## src/rtl/avg_pool2x2_ctrl.sv

```systemverilog
// avg_pool2x2_ctrl: streaming 2x2 / stride-2 average pooling for one channel.
// Even rows are parked in a line buffer. Odd rows pair with them to form
// each window. Each window is reduced to floor(sum/4) and handed downstream
// through a single output register with valid/ready handshaking.
module avg_pool2x2_ctrl #(
  parameter int DATA_WIDTH = 16,
  parameter int IMG_W      = 28,
  parameter int IMG_H      = 28
) (
  input  logic                  clk,
  input  logic                  rst_n,
  input  logic [DATA_WIDTH-1:0] in_data,
  input  logic                  in_valid,
  output logic                  in_ready,
  output logic [DATA_WIDTH-1:0] out_data,
  output logic                  out_valid,
  input  logic                  out_ready,
  output logic                  frame_done
);

  localparam int CW = (IMG_W > 1) ? $clog2(IMG_W) : 1;
  localparam int RW = (IMG_H > 1) ? $clog2(IMG_H) : 1;
  localparam int SW = DATA_WIDTH + 2;

  localparam logic [CW-1:0] COL_LAST = CW'(IMG_W - 1);
  localparam logic [RW-1:0] ROW_LAST = RW'(IMG_H - 1);

  localparam logic [0:0] EVEN_ROW = 1'b0;
  localparam logic [0:0] ODD_ROW  = 1'b1;

  // Four-operand average. Two guard bits make the sum exact. The arithmetic
  // shift then floors toward -inf, and the result always fits back in
  // DATA_WIDTH.
  function automatic logic signed [DATA_WIDTH-1:0] pool_avg(
    input logic signed [DATA_WIDTH-1:0] a,
    input logic signed [DATA_WIDTH-1:0] b,
    input logic signed [DATA_WIDTH-1:0] c,
    input logic signed [DATA_WIDTH-1:0] d
  );
    logic signed [SW-1:0] ea, eb, ec, ed, sum, shr;
    ea  = {{2{a[DATA_WIDTH-1]}}, a};
    eb  = {{2{b[DATA_WIDTH-1]}}, b};
    ec  = {{2{c[DATA_WIDTH-1]}}, c};
    ed  = {{2{d[DATA_WIDTH-1]}}, d};
    sum = ea + eb + ec + ed;
    shr = sum >>> 2;
    return shr[DATA_WIDTH-1:0];
  endfunction

  logic [CW-1:0]                col_q, col_d;
  logic [RW-1:0]                row_q, row_d;
  logic [0:0]                   state_q, state_d;
  logic signed [DATA_WIDTH-1:0] hold_q;
  logic signed [DATA_WIDTH-1:0] prev_q;
  logic signed [DATA_WIDTH-1:0] out_data_q;
  logic                         out_valid_q;
  logic                         last_q;

  logic signed [DATA_WIDTH-1:0] line_buf [IMG_W];
  logic signed [DATA_WIDTH-1:0] in_pix;
  logic signed [DATA_WIDTH-1:0] lb_rd;
  logic                         in_xfer;
  logic                         out_xfer;
  logic                         col_last;
  logic                         row_last;
  logic                         odd_col;
  logic                         load_even;
  logic                         load_win;

  assign in_pix    = $signed(in_data);
  assign lb_rd     = line_buf[col_q];
  assign in_ready  = !out_valid_q || out_ready;
  assign in_xfer   = in_valid && in_ready;
  assign out_xfer  = out_valid_q && out_ready;
  assign col_last  = (col_q == COL_LAST);
  assign row_last  = (row_q == ROW_LAST);
  assign odd_col   = col_q[0];
  assign load_even = in_xfer && (state_q == ODD_ROW) && !odd_col;
  assign load_win  = in_xfer && (state_q == ODD_ROW) && odd_col;

  assign out_data   = out_data_q;
  assign out_valid  = out_valid_q;
  assign frame_done = out_xfer && last_q;

  // Raster position and row-parity FSM advance on every accepted pixel
  always_comb begin
    col_d   = col_q;
    row_d   = row_q;
    state_d = state_q;
    if (in_xfer) begin
      if (col_last) begin
        col_d   = '0;
        row_d   = row_last ? '0 : row_q + RW'(1);
        state_d = (state_q == EVEN_ROW) ? ODD_ROW : EVEN_ROW;
      end else begin
        col_d = col_q + CW'(1);
      end
    end
  end

  // Control, window holding registers and the single output slot
  always_ff @(posedge clk or negedge rst_n) begin
    if (!rst_n) begin
      col_q       <= '0;
      row_q       <= '0;
      state_q     <= EVEN_ROW;
      hold_q      <= '0;
      prev_q      <= '0;
      out_data_q  <= '0;
      out_valid_q <= 1'b0;
      last_q      <= 1'b0;
    end else begin
      col_q   <= col_d;
      row_q   <= row_d;
      state_q <= state_d;
      if (load_even) begin
        hold_q <= in_pix;
        prev_q <= lb_rd;
      end
      if (load_win) begin
        out_data_q  <= pool_avg(prev_q, lb_rd, hold_q, in_pix);
        out_valid_q <= 1'b1;
        last_q      <= row_last && col_last;
      end else if (out_ready) begin
        out_valid_q <= 1'b0;
      end
    end
  end

  // Even-row pixels are stored for pairing with the following odd row
  always_ff @(posedge clk) begin
    if (in_xfer && (state_q == EVEN_ROW)) begin
      line_buf[col_q] <= in_pix;
    end
  end

endmodule

```

## config.mk

```make
export PLATFORM = sky130hd
export DESIGN_NAME = avg_pool2x2_ctrl
export DESIGN_NICKNAME = d
export VERILOG_FILES = /design/src/rtl/avg_pool2x2_ctrl.sv
export SDC_FILE = /design/constraint.sdc
export NUM_CORES = 1
export LEC_CHECK = 0
export BUFFER_PORTS_ARGS = -buffer_cell sky130_fd_sc_hd__buf_2
export CAP_MARGIN = 30
export CELL_PAD_IN_SITES_DETAIL_PLACEMENT = 0
export CELL_PAD_IN_SITES_GLOBAL_PLACEMENT = 2
export CORE_MARGIN = 2
export CORE_UTILIZATION = 35
export DETAILED_ROUTE_END_ITERATION = 6
export PLACE_DENSITY_LB_ADDON = 0.2
export SYNTH_ARGS = -nofsm -noshare
export SYNTH_HDL_FRONTEND = slang
export SYNTH_SLANG_ARGS = --single-unit
```

## constraint.sdc

```tcl
create_clock -name clk -period 4.8 [get_ports clk]
set_input_delay 0.72 -clock clk [delete_from_list [all_inputs] [get_ports clk]]
set_output_delay 0.72 -clock clk [all_outputs]
set_load 0.1 [all_outputs]
```

==> impl_metrics.py <==
metrics = {
    "timing": {
        "min_period_ns": 4.63,
        "fin_tns_setup_ns": 0,
        "slew_headroom_pct": 43.2,
        "min_period_over_period_pct": 96.4,
        "finalSetupViolations": 0,
        "setup_ws_ns": 0.171,
        "hold_viol": 0,
        "max_freq_mhz": 216,
        "rsz0062_at_grt": "no",
        "hold_ws_ns": 0.298,
        "fin_skew_ns": 0.0478,
        "tightest_slew_ns": 0.852,
        "slew_violations": 0,
    },
    "place": {
        "gp_congestion": 0.735,
        "dp_hpwl_um": 32300,
        "io_buffers": 38,
        "placed_cells": 2039,
        "placed_cell_area_um2": 23100,
        "pre_cts_slack_ns": -0.149,
    },
    "cts": {
        "cts_made_buffers": 56,
        "h-tree-depth": 2,
        "cts_sinks": 509,
        "clk_latency_ns": 0.65,
        "cts_root_buf": "clkbuf_16",
        "clk_pin_slew_ns": 0.06,
        "clk_path_buf_depth": 3,
        "cts_tree": "done",
    },
    "routing": {
        "dr.max_layer_used": "met4",
        "wirelength_um": 51000,
        "antenna_left": 0,
        "wl_per_cell_um": 23.7,
        "drt_first_pass_iters": 5,
        "drt-initial-drc-count": 824,
        "num_vias": 10875,
        "dr_wl_met3_um": 2290,
        "wl_met2_um": 24200,
        "drcViolationCount": 0,
        "m1WireLength_um": 23500,
        "drt-vias-per-instance": 5.06,
    },
    "global_route": {
        "overflow": 0,
        "antenna_found_initial": 1,
        "grtUsageTotal_pct": 16.5,
        "grt_max_degree": 79,
        "grt_pass1_vias": 11319,
        "grt_first_pass_wirelength_um": 75700,
    },
    "worst_setup_path": {
        "cp-end-kind": "flop",
        "max_stage_delay_ns": 0.50,
        "worst_path_max_delay_cell": "mux4_2",
        "r2r-start": "col_q[0]",
        "critical_path_required_ns": 5.27,
        "cp_max_fo": 4,
        "crit_chain": "clkbuf_4 -> mux4_2 -> mux4_2 -> mux2_4 -> fa_1 -> nor4b_2 -> fa_1 -> a21o_1 -> a21o_4 -> a2111o_1 -> buf_4 -> a31oi_2 -> xor2_1 -> o21ai_0",
        "critPathArrivalTime_ns": 5.10,
        "critPathBufInv": 2,
        "start_kind": "flop",
        "critPathTopFamily": "multiplexers",
        "setup.worst_path.start": "col_q[0]",
        "path_class": "flop to flop",
    },
    "yosys": {
        "synth_area_um2": 21300,
        "ys_seq_area_share_pct": 70.4,
        "synth_fa_ha_area_share_pct": 4.28,
        "synth-async-reset-ratio_pct": 12.0,
        "ys_types": 59,
        "synth_edf_count": 448,
        "synthCells": 1172,
        "synth_top_family_by_area": "multiplexers",
        "synth_mux_area_share_pct": 14.8,
        "syn_area_per_cell_um2": 18.2,
        "synth_compound_area_share_pct": 3.61,
        "yosysWarnings": 0,
        "syn-num-nets": 1245,
        "synth_simple_gate_area_share_pct": 3.72,
        "synth-xor-area-share_pct": 0.618,
        "synth-seq-cells": 509,
        "synthFlopType": "edfxtp_1",
    },
    "floorplan": {
        "fp.dieH_um": 251,
        "io_pins": 39,
        "row_count": 90,
        "core_um2": 60200,
        "start_util_pct": 35.3,
        "die-area_um2": 62800,
        "die_w_um": 251,
    },
    "outcome": {
        "status": "completed",
    },
    "cells_and_area": {
        "multi_input_area_um2": 5910,
        "layout_common_cells": "edfxtp_1, mux4_2, buf_4",
        "fin_cells": 2151,
        "design_area_um2": 25100,
        "antenna_cells": 0,
        "drive_gt1_share_pct": 29.9,
        "layout_commonest_cell": "edfxtp_1",
        "post-route-util_pct": 41.7,
        "n_fill_cell": 5309,
        "nets": 1394,
        "ff_latch_area_um2": 15000,
        "area_growth_pct": 18.2,
    },
    "power": {
        "p_total_mw": 18.0,
        "p_leak_nw": 8.77,
        "ir_worst_vdd_mv": 0.482,
        "power_density_nw_per_um2": 717,
    },
    "hold_path": {
        "min_path_type": "input pin to async pin",
    },
    "run": {
        "drv_cap": 0,
    },
}
## area by class of cell
cell class              count  area share, %
flip-flops and latches    509           59.6
multi-input cells         532           23.5
clock buffers              67           5.74
repair buffers            146           4.54
well taps                 782           3.89
clock inverters            39           1.55
inverters                  76           1.13
## cell usage after synthesis (all sizes together), types with 6 or more instances
master,instances,area share [%]
o21ai,51,1.2
nor2,46,0.81
nand3,10,0.24
mux2,14,0.74
xnor2,7,0.29
fa,33,3.1
nand4,7,0.21
clkbuf,30,0.53
edfxtp,448,63
mux4,120,13
ha,20,1.2
nor2b,8,0.25
nand2,81,1.4
mux2i,28,1.3
a21oi,27,0.64
inv,76,1.3
buf,25,0.66
xor2,8,0.33
dfrtp,61,7.2
a21o,9,0.32
o22ai,6,0.18
## power by group
| part | switching [mW] | internal [mW] |
|---|---|---|
| registers | 0.196 | 5.21 |
| logic | 4.67 | 3.72 |
| clock network | 1.79 | 2.43 |
## worst paths after layout
check / slack (ns) / endpoint / cells past startpoint
hold / removal: 0.30 / row_q[2] / 2
setup / recovery: 0.17 / out_data[7] / 14
setup reg to reg: 0.17 / out_data[7] / 14
hold reg to reg: 0.47 / out_data[0] / 2
max in group asynchronous: 3.85 / col_q[0] / 2
min in group clk: 0.43 / line_buf[25][3] / 1
## logic make-up after synthesis
logic type | Yosys count
flip-flops | 509
AND/OR/NAND/NOR | 178
multiplexers | 162
buffers and inverters | 131
AO/OA/AOI/OAI | 124
adder cells (fa/ha/maj) | 53
XOR/XNOR | 15
## layer usage
metal,GRT usage [%],vias up
met1,23.6,5692
li1,-,4860
met4,4.64,0
met5,0,-
met3,2.50,69
met2,26.4,254
## flip-flops by register name, summed over array words and instances, names as in the netlist
signal	flops
last_q	1
row_q	5
out_data	16
hold_q	16
prev_q	16
state_q	1
col_q	5
line_buf	448
out_valid	1
## timing repair
action	in CTS	in global routing
pin swaps	0	4
setup buffers	0	4
resized for setup	4	21
gates cloned	0	2
hold buffers	0	0
endpoints found under the setup margin	6	8
No activity file was read; power rests on OpenSTA's default activity.
